--- src/rtl/sram_pkg.sv ---
// Shared types and constants for the 32-bit-over-16-bit SRAM controller.
package sram_pkg;

  typedef enum logic [1:0] {
    StIdle,
    StLo,
    StHi,
    StDone
  } state_e;

  localparam int unsigned SRAM_ADDR_W = 18;
  localparam int unsigned SRAM_DATA_W = 16;

  // Word select bits in the byte address and half select bit in the SRAM address.
  localparam int unsigned WORD_LSB     = 2;
  localparam int unsigned WORD_MSB     = 18;
  localparam int unsigned HALF_SEL_BIT = 0;

  function automatic logic [SRAM_ADDR_W-1:0] half_addr(
    input logic [WORD_MSB-WORD_LSB:0] word,
    input logic                       hi
  );
    return {word, 1'b0} | (SRAM_ADDR_W'(hi) << HALF_SEL_BIT);
  endfunction

endpackage

--- src/rtl/sram_wait_counter.sv ---
// Per-phase cycle counter; `last` flags the final cycle of a WAIT_CYCLES-long phase.
module sram_wait_counter #(
  parameter int unsigned WAIT_CYCLES = 2
) (
  input  logic clk,
  input  logic rst,
  input  logic clr,
  input  logic en,
  output logic last
);

  localparam int unsigned CntW = $clog2(WAIT_CYCLES);

  logic [CntW-1:0] r_cnt;

  always_ff @(posedge clk or negedge rst) begin
    if (!rst) begin
      r_cnt <= '0;
    end else if (clr) begin
      r_cnt <= '0;
    end else if (en) begin
      r_cnt <= r_cnt + CntW'(1);
    end
  end

  assign last = (r_cnt == CntW'(WAIT_CYCLES - 1));

endmodule

--- src/rtl/sram_mem_ctrl.sv ---
// MEM-stage responder: each 32-bit request runs as a low then high 16-bit SRAM access,
// stalling the pipeline through `ready` until the word completes.
module sram_mem_ctrl
  import sram_pkg::*;
#(
  parameter int unsigned WAIT_CYCLES = 2
) (
  input  logic                   clk,
  input  logic                   rst,
  input  logic                   rd_en,
  input  logic                   wr_en,
  input  logic [31:0]            address,
  input  logic [31:0]            write_data,
  output logic [31:0]            read_data,
  output logic                   ready,
  output logic [SRAM_ADDR_W-1:0] sram_addr,
  output logic [SRAM_DATA_W-1:0] sram_dq_out,
  input  logic [SRAM_DATA_W-1:0] sram_dq_in,
  output logic                   sram_dq_oe,
  output logic                   sram_we_n
);

  state_e                 r_state, w_state_next;
  logic                   r_is_write;
  logic [31:0]            r_read_data;
  logic [SRAM_ADDR_W-1:0] r_sram_addr, w_addr_live;
  logic [SRAM_DATA_W-1:0] r_dq_out, w_dq_live;
  logic                   w_start, w_active, w_hi, w_last, w_clr;
  logic                   w_unused_addr;

  assign w_start       = (r_state == StIdle) && (wr_en || rd_en);
  assign w_active      = (r_state == StLo) || (r_state == StHi);
  assign w_hi          = (r_state == StHi);
  // Address and data follow the inputs live; only the operation type is latched.
  assign w_addr_live   = half_addr(address[WORD_MSB:WORD_LSB], w_hi);
  assign w_dq_live     = w_hi ? write_data[31:16] : write_data[15:0];
  assign w_unused_addr = ^{address[31:WORD_MSB+1], address[WORD_LSB-1:0]};

  sram_wait_counter #(
    .WAIT_CYCLES(WAIT_CYCLES)
  ) u_wait_counter (
    .clk (clk),
    .rst (rst),
    .clr (w_clr),
    .en  (w_active),
    .last(w_last)
  );

  always_comb begin
    w_state_next = r_state;
    w_clr        = 1'b0;
    unique case (r_state)
      StIdle: begin
        if (w_start) begin
          w_state_next = StLo;
          w_clr        = 1'b1;
        end
      end
      StLo: begin
        if (w_last) begin
          w_state_next = StHi;
          w_clr        = 1'b1;
        end
      end
      StHi: begin
        if (w_last) begin
          w_state_next = StDone;
          w_clr        = 1'b1;
        end
      end
      StDone:  w_state_next = StIdle;
      default: w_state_next = StIdle;
    endcase
  end

  always_ff @(posedge clk or negedge rst) begin
    if (!rst) begin
      r_state     <= StIdle;
      r_is_write  <= 1'b0;
      r_read_data <= '0;
      r_sram_addr <= '0;
      r_dq_out    <= '0;
    end else begin
      r_state <= w_state_next;
      if (w_start) begin
        r_is_write <= wr_en;
      end
      if (w_active) begin
        r_sram_addr <= w_addr_live;
        r_dq_out    <= w_dq_live;
      end
      if (w_active && !r_is_write && w_last) begin
        if (w_hi) begin
          r_read_data[31:16] <= sram_dq_in;
        end else begin
          r_read_data[15:0] <= sram_dq_in;
        end
      end
    end
  end

  assign read_data   = r_read_data;
  assign ready       = (r_state == StDone) || ((r_state == StIdle) && !rd_en && !wr_en);
  assign sram_addr   = w_active ? w_addr_live : r_sram_addr;
  assign sram_dq_out = w_active ? w_dq_live : r_dq_out;
  assign sram_dq_oe  = w_active && r_is_write;
  // Strobe released in the phase's last cycle so address/data outlast its rising edge.
  assign sram_we_n   = !(w_active && r_is_write && !w_last);

endmodule

--- config.mk ---
export PLATFORM = sky130hd
export DESIGN_NAME = sram_mem_ctrl
export DESIGN_NICKNAME = d
export VERILOG_FILES = /design/src/rtl/sram_pkg.sv /design/src/rtl/sram_wait_counter.sv /design/src/rtl/sram_mem_ctrl.sv
export SDC_FILE = /design/constraint.sdc
export NUM_CORES = 1
export LEC_CHECK = 0
export BUFFER_PORTS_ARGS = -buffer_cell sky130_fd_sc_hd__buf_2
export CAP_MARGIN = 40
export CORE_ASPECT_RATIO = 2
export CORE_MARGIN = 4
export CORE_UTILIZATION = 40
export CTS_CLUSTER_SIZE = 16
export DETAILED_ROUTE_END_ITERATION = 8
export PLACE_DENSITY = 0.72
export SYNTH_ARGS = -nofsm -noshare
export SYNTH_HDL_FRONTEND = slang
export SYNTH_SLANG_ARGS = --single-unit
export TNS_END_PERCENT = 1
--- constraint.sdc ---
create_clock -name clk -period 2.7 [get_ports clk]
set_clock_uncertainty 0.05 [all_clocks]
set_input_delay 0.135 -clock clk [delete_from_list [all_inputs] [get_ports clk]]
set_output_delay 0.135 -clock clk [all_outputs]
set_load 0.02 [all_outputs]
==> summary.md <==
| Metric | Value |
|---|---|
| Top-level port count | `between 150 and 200` |
| Required @ worst endpoint | `2.52 ns` |
| Hold Violations, Final | `0` |
| Relative slew slack | `53.0%` |
| IO Port Bufs | `137` |
| Initial core utilization | `41.5%` |
| Pin count of the biggest net entering global routing | `52` |
| Layout cells sized above 1 | `between 50% and 60%` |
| Gr usage total | `16.5%` |
| Number of buffers added by the clock tree synthesis step | `9` |
| Number of instances in the synthesized netlist | `201` |
| TritonCTS clock tree | `yes` |
| Register bit count reported by yosys | `70` |
| Setup repair after global routing missed its margin | `false` |
| Number of buffers added for setup after CTS | `0` |
| Global-route wire length before repair | `10,800 um` |
| GPL Wtd Cong | `0.759` |
| Pwr per Cell Area | `around 1600 mW/mm2` |
| Die span in y | `128 um` |
| Net switching power of the design | `~0.0028 W` |
| Sequential cell area in the final layout | `0.00175 mm2` |
| Hold Path Class | `input port to flop` |
| Post-detailed-route count of antenna-violating nets | `0` |
| Critical path's slowest cell | `sky130_fd_sc_hd__ha_2` |
| Count of instances resized after the clock tree is built | `0` |
| Sequential cell area fraction in the yosys report | `a little over 60%` |
| Most common cell after layout, fill and taps aside | `sky130_fd_sc_hd__buf_2` |
| Overall overflow remaining after global route | `0` |
| Part of the total power dissipated in the clock network | `approximately 17%` |
| Sw frac | `42.2%` |
| Max-cap check violation count | `0` |
| Clk Latency, worst-skew pair | `between 0.3 and 0.4 ns` |
| Period minus WS final | `2.21 ns` |
| Post-Place Setup Slack | `0.618 ns` |
| Clock tree root driver cell | `sky130_fd_sc_hd__clkbuf_16` |
| Via count of the first global-routing pass | `approximately 2,300` |
| Arrival @ worst endpoint | `2.02 ns` |
| NumNets Final | `around 450` |
| Result of the run | `completed` |
| Total wire length | `6690 um` |
| Total via count in the routed design | `2,174` |
| Setup violation total in the final timing report | `0` |
| Clock slew seen by the registers of the worst setup and hold paths | `approximately 0.05 ns` |
| Vias per std cell | `roughly 4.7` |
| Commonest cells after routing, fill and taps aside | `137 x sky130_fd_sc_hd__buf_2, 70 x sky130_fd_sc_hd__dfrtp_1, 41 x sky130_fd_sc_hd__mux2_2` |
| Count of hold buffers inserted by post-cts repair | `21` |
| Starting DRC count in detailed routing | `56` |
| Critical path class | `flop to output pin` |
| Leakage power of the design | `between 2 and 2.5 nW` |
| Number of antenna violations at the first check in global routing | `0` |
| Synth Area per Inst | `about 14 um2` |
| Number of design rule violations left after detail routing | `0` |
| Internal | `between 0.003 and 0.004 W` |
| Final Max Slew Viols | `0` |
| Yosys synthesis warning count | `0` |
| Summed instance area of the synthesized netlist | `0.00290 mm2` |
| Crit Path Max Fanout | `a little over 50` |
| Per-cell routed wire length | `roughly 15 um` |
| Multi-input logic area | `0.00108 mm2` |
| Aggregate negative setup slack | `0 ns` |
| Filler cell count in the final layout | `589` |
| Area growth from synthesis to layout | `44.8%` |
| Sequence of cells on the critical path | `inv_1, ha_2, buf_12, mux2_2, buf_2` |
| Number of rows created at floorplan | `43` |
| Die ar. | `0.00876 mm2` |
| Pre-antenna DRT Iters | `4` |
| PnR worst setup slack | `between 0.4 and 0.5 ns` |
| Clock sinks | `70` |
| Gate family responsible for the most delay along the worst path | `buffers and inverters` |
| Peak Freq | `0.453 GHz` |
| Actual transition at the worst max-transition pin | `0.705 ns` |
| Type of destination of the critical path | `output pin` |
| Buffers from clock root to sink, at most | `2` |
| WP buf/inv | `3` |
| Combinational fraction of design power | `around 55%` |
| Largest vdd supply drop | `about 0.75 mV` |
| Net count after synthesis | `about 290` |
| Distinct cell type count after synthesis | `24` |
| Type of element launching the critical path | `flop` |
| Horiz. Die Dim | `68.2 um` |
| Floorplan core area | `0.00699 mm2` |
| Depth of the CTS H-tree | `3` |
| Period utilisation layout | `between 80% and 90%` |
| Worst stage delay on the critical path | `0.42 ns` |
| Sum of net half-perimeters after detailed placement | `4960 um` |
| Flop pwr share | `between 20% and 30%` |
path summary, 6_finish.rpt:
path	start	slack [ns]	endpoint	depth (start not counted)
setup / recovery	r_state[1]	0.49	sram_addr[10]	5
setup reg to reg	r_state[1]	0.64	read_data[28]	4
hold / removal	wr_en	0.01	r_is_write	2
min in group asynchronous	rst	0.35	read_data[10]	2
max in group asynchronous	rst	1.59	read_data[1]	3
hold reg to reg	r_sram_addr[11]	0.44	r_sram_addr[11]	1
cells in the mapped netlist:
master	n	area, um2
sky130_fd_sc_hd__nor4b_4	1	23.8
sky130_fd_sc_hd__and2_1	1	6.26
sky130_fd_sc_hd__dfrtp_1	70	1750
sky130_fd_sc_hd__ha_1	4	50.1
sky130_fd_sc_hd__a22o_1	1	8.76
sky130_fd_sc_hd__a21oi_1	17	85.1
sky130_fd_sc_hd__nand4b_2	1	15.0
sky130_fd_sc_hd__inv_1	2	7.51
sky130_fd_sc_hd__inv_2	1	3.75
sky130_fd_sc_hd__buf_2	5	25.0
sky130_fd_sc_hd__mux2i_1	16	160
sky130_fd_sc_hd__nor2_1	19	71.3
sky130_fd_sc_hd__a21o_1	1	7.51
sky130_fd_sc_hd__o2bb2ai_1	1	8.76
sky130_fd_sc_hd__a211oi_1	1	7.51
sky130_fd_sc_hd__clkbuf_1	2	7.51
sky130_fd_sc_hd__buf_8	1	15.0
sky130_fd_sc_hd__buf_4	1	7.51
sky130_fd_sc_hd__nand2_1	2	7.51
sky130_fd_sc_hd__nor3b_1	1	7.51
sky130_fd_sc_hd__mux2_2	41	462
sky130_fd_sc_hd__buf_1	1	3.75
sky130_fd_sc_hd__xnor2_1	1	8.76
sky130_fd_sc_hd__mux2_4	10	150
registers in the layout, summed over array words and instances (netlist names):
register,count
r_dq_out,16
r_is_write,1
r_sram_addr,18
r_state,2
read_data,32
u_wait_counter.last,1
cell families after synthesis:
kind of cell    after synthesis  share of synthesized area, %
flops                        70                          60.4
mux                          67                          26.6
simple gates                 25                          4.53
compound gates               21                          4.05
buf+inv                      13                          2.41
fa+ha+maj                     4                          1.72
xor+xnor                      1                         0.302
through the flow:
stage,instance area (um2),util [%],cells,power [W],hold WS [ns]
floorplan,2900,-,201,0.00435,-0.211
global placement,3700,52.9,422,0.00542,0.181
detailed placement,3700,52.9,422,0.00551,0.180
CTS,4200,60.1,459,0.00668,0.000495
global route,4200,60.1,459,0.00702,0.00248
finish,4200,60.1,460,0.00658,0.0132
power groups by stage:
stage	registers (W)	logic, W	clock network (W)
floorplan	0.00213	0.00223	0
global placement	0.00182	0.00360	0
detailed placement	0.00184	0.00366	0
CTS	0.00183	0.00369	0.00115
global route	0.00189	0.00393	0.00120
finish	0.00183	0.00364	0.00111
cell type report:
cell class | instances | area share (%)
Antenna cell | 1 | 0.0595
Clock buffer | 10 | 5.45
Clock inverter | 6 | 1.49
Inverter | 3 | 0.268
Multi-Input combinational cell | 118 | 25.8
Sequential cell | 70 | 41.7
Tap cell | 90 | 2.68
Timing Repair Buffer | 162 | 22.6
routing by layer:
layer,vias up,wire [um],global-route usage (%)
met4,0,226,10.1
met1,1046,2290,17.4
li1,1032,-,-
met3,15,416,3.67
met5,-,0,0
met2,81,3760,28.7
(Power assumes the default switching activity.)
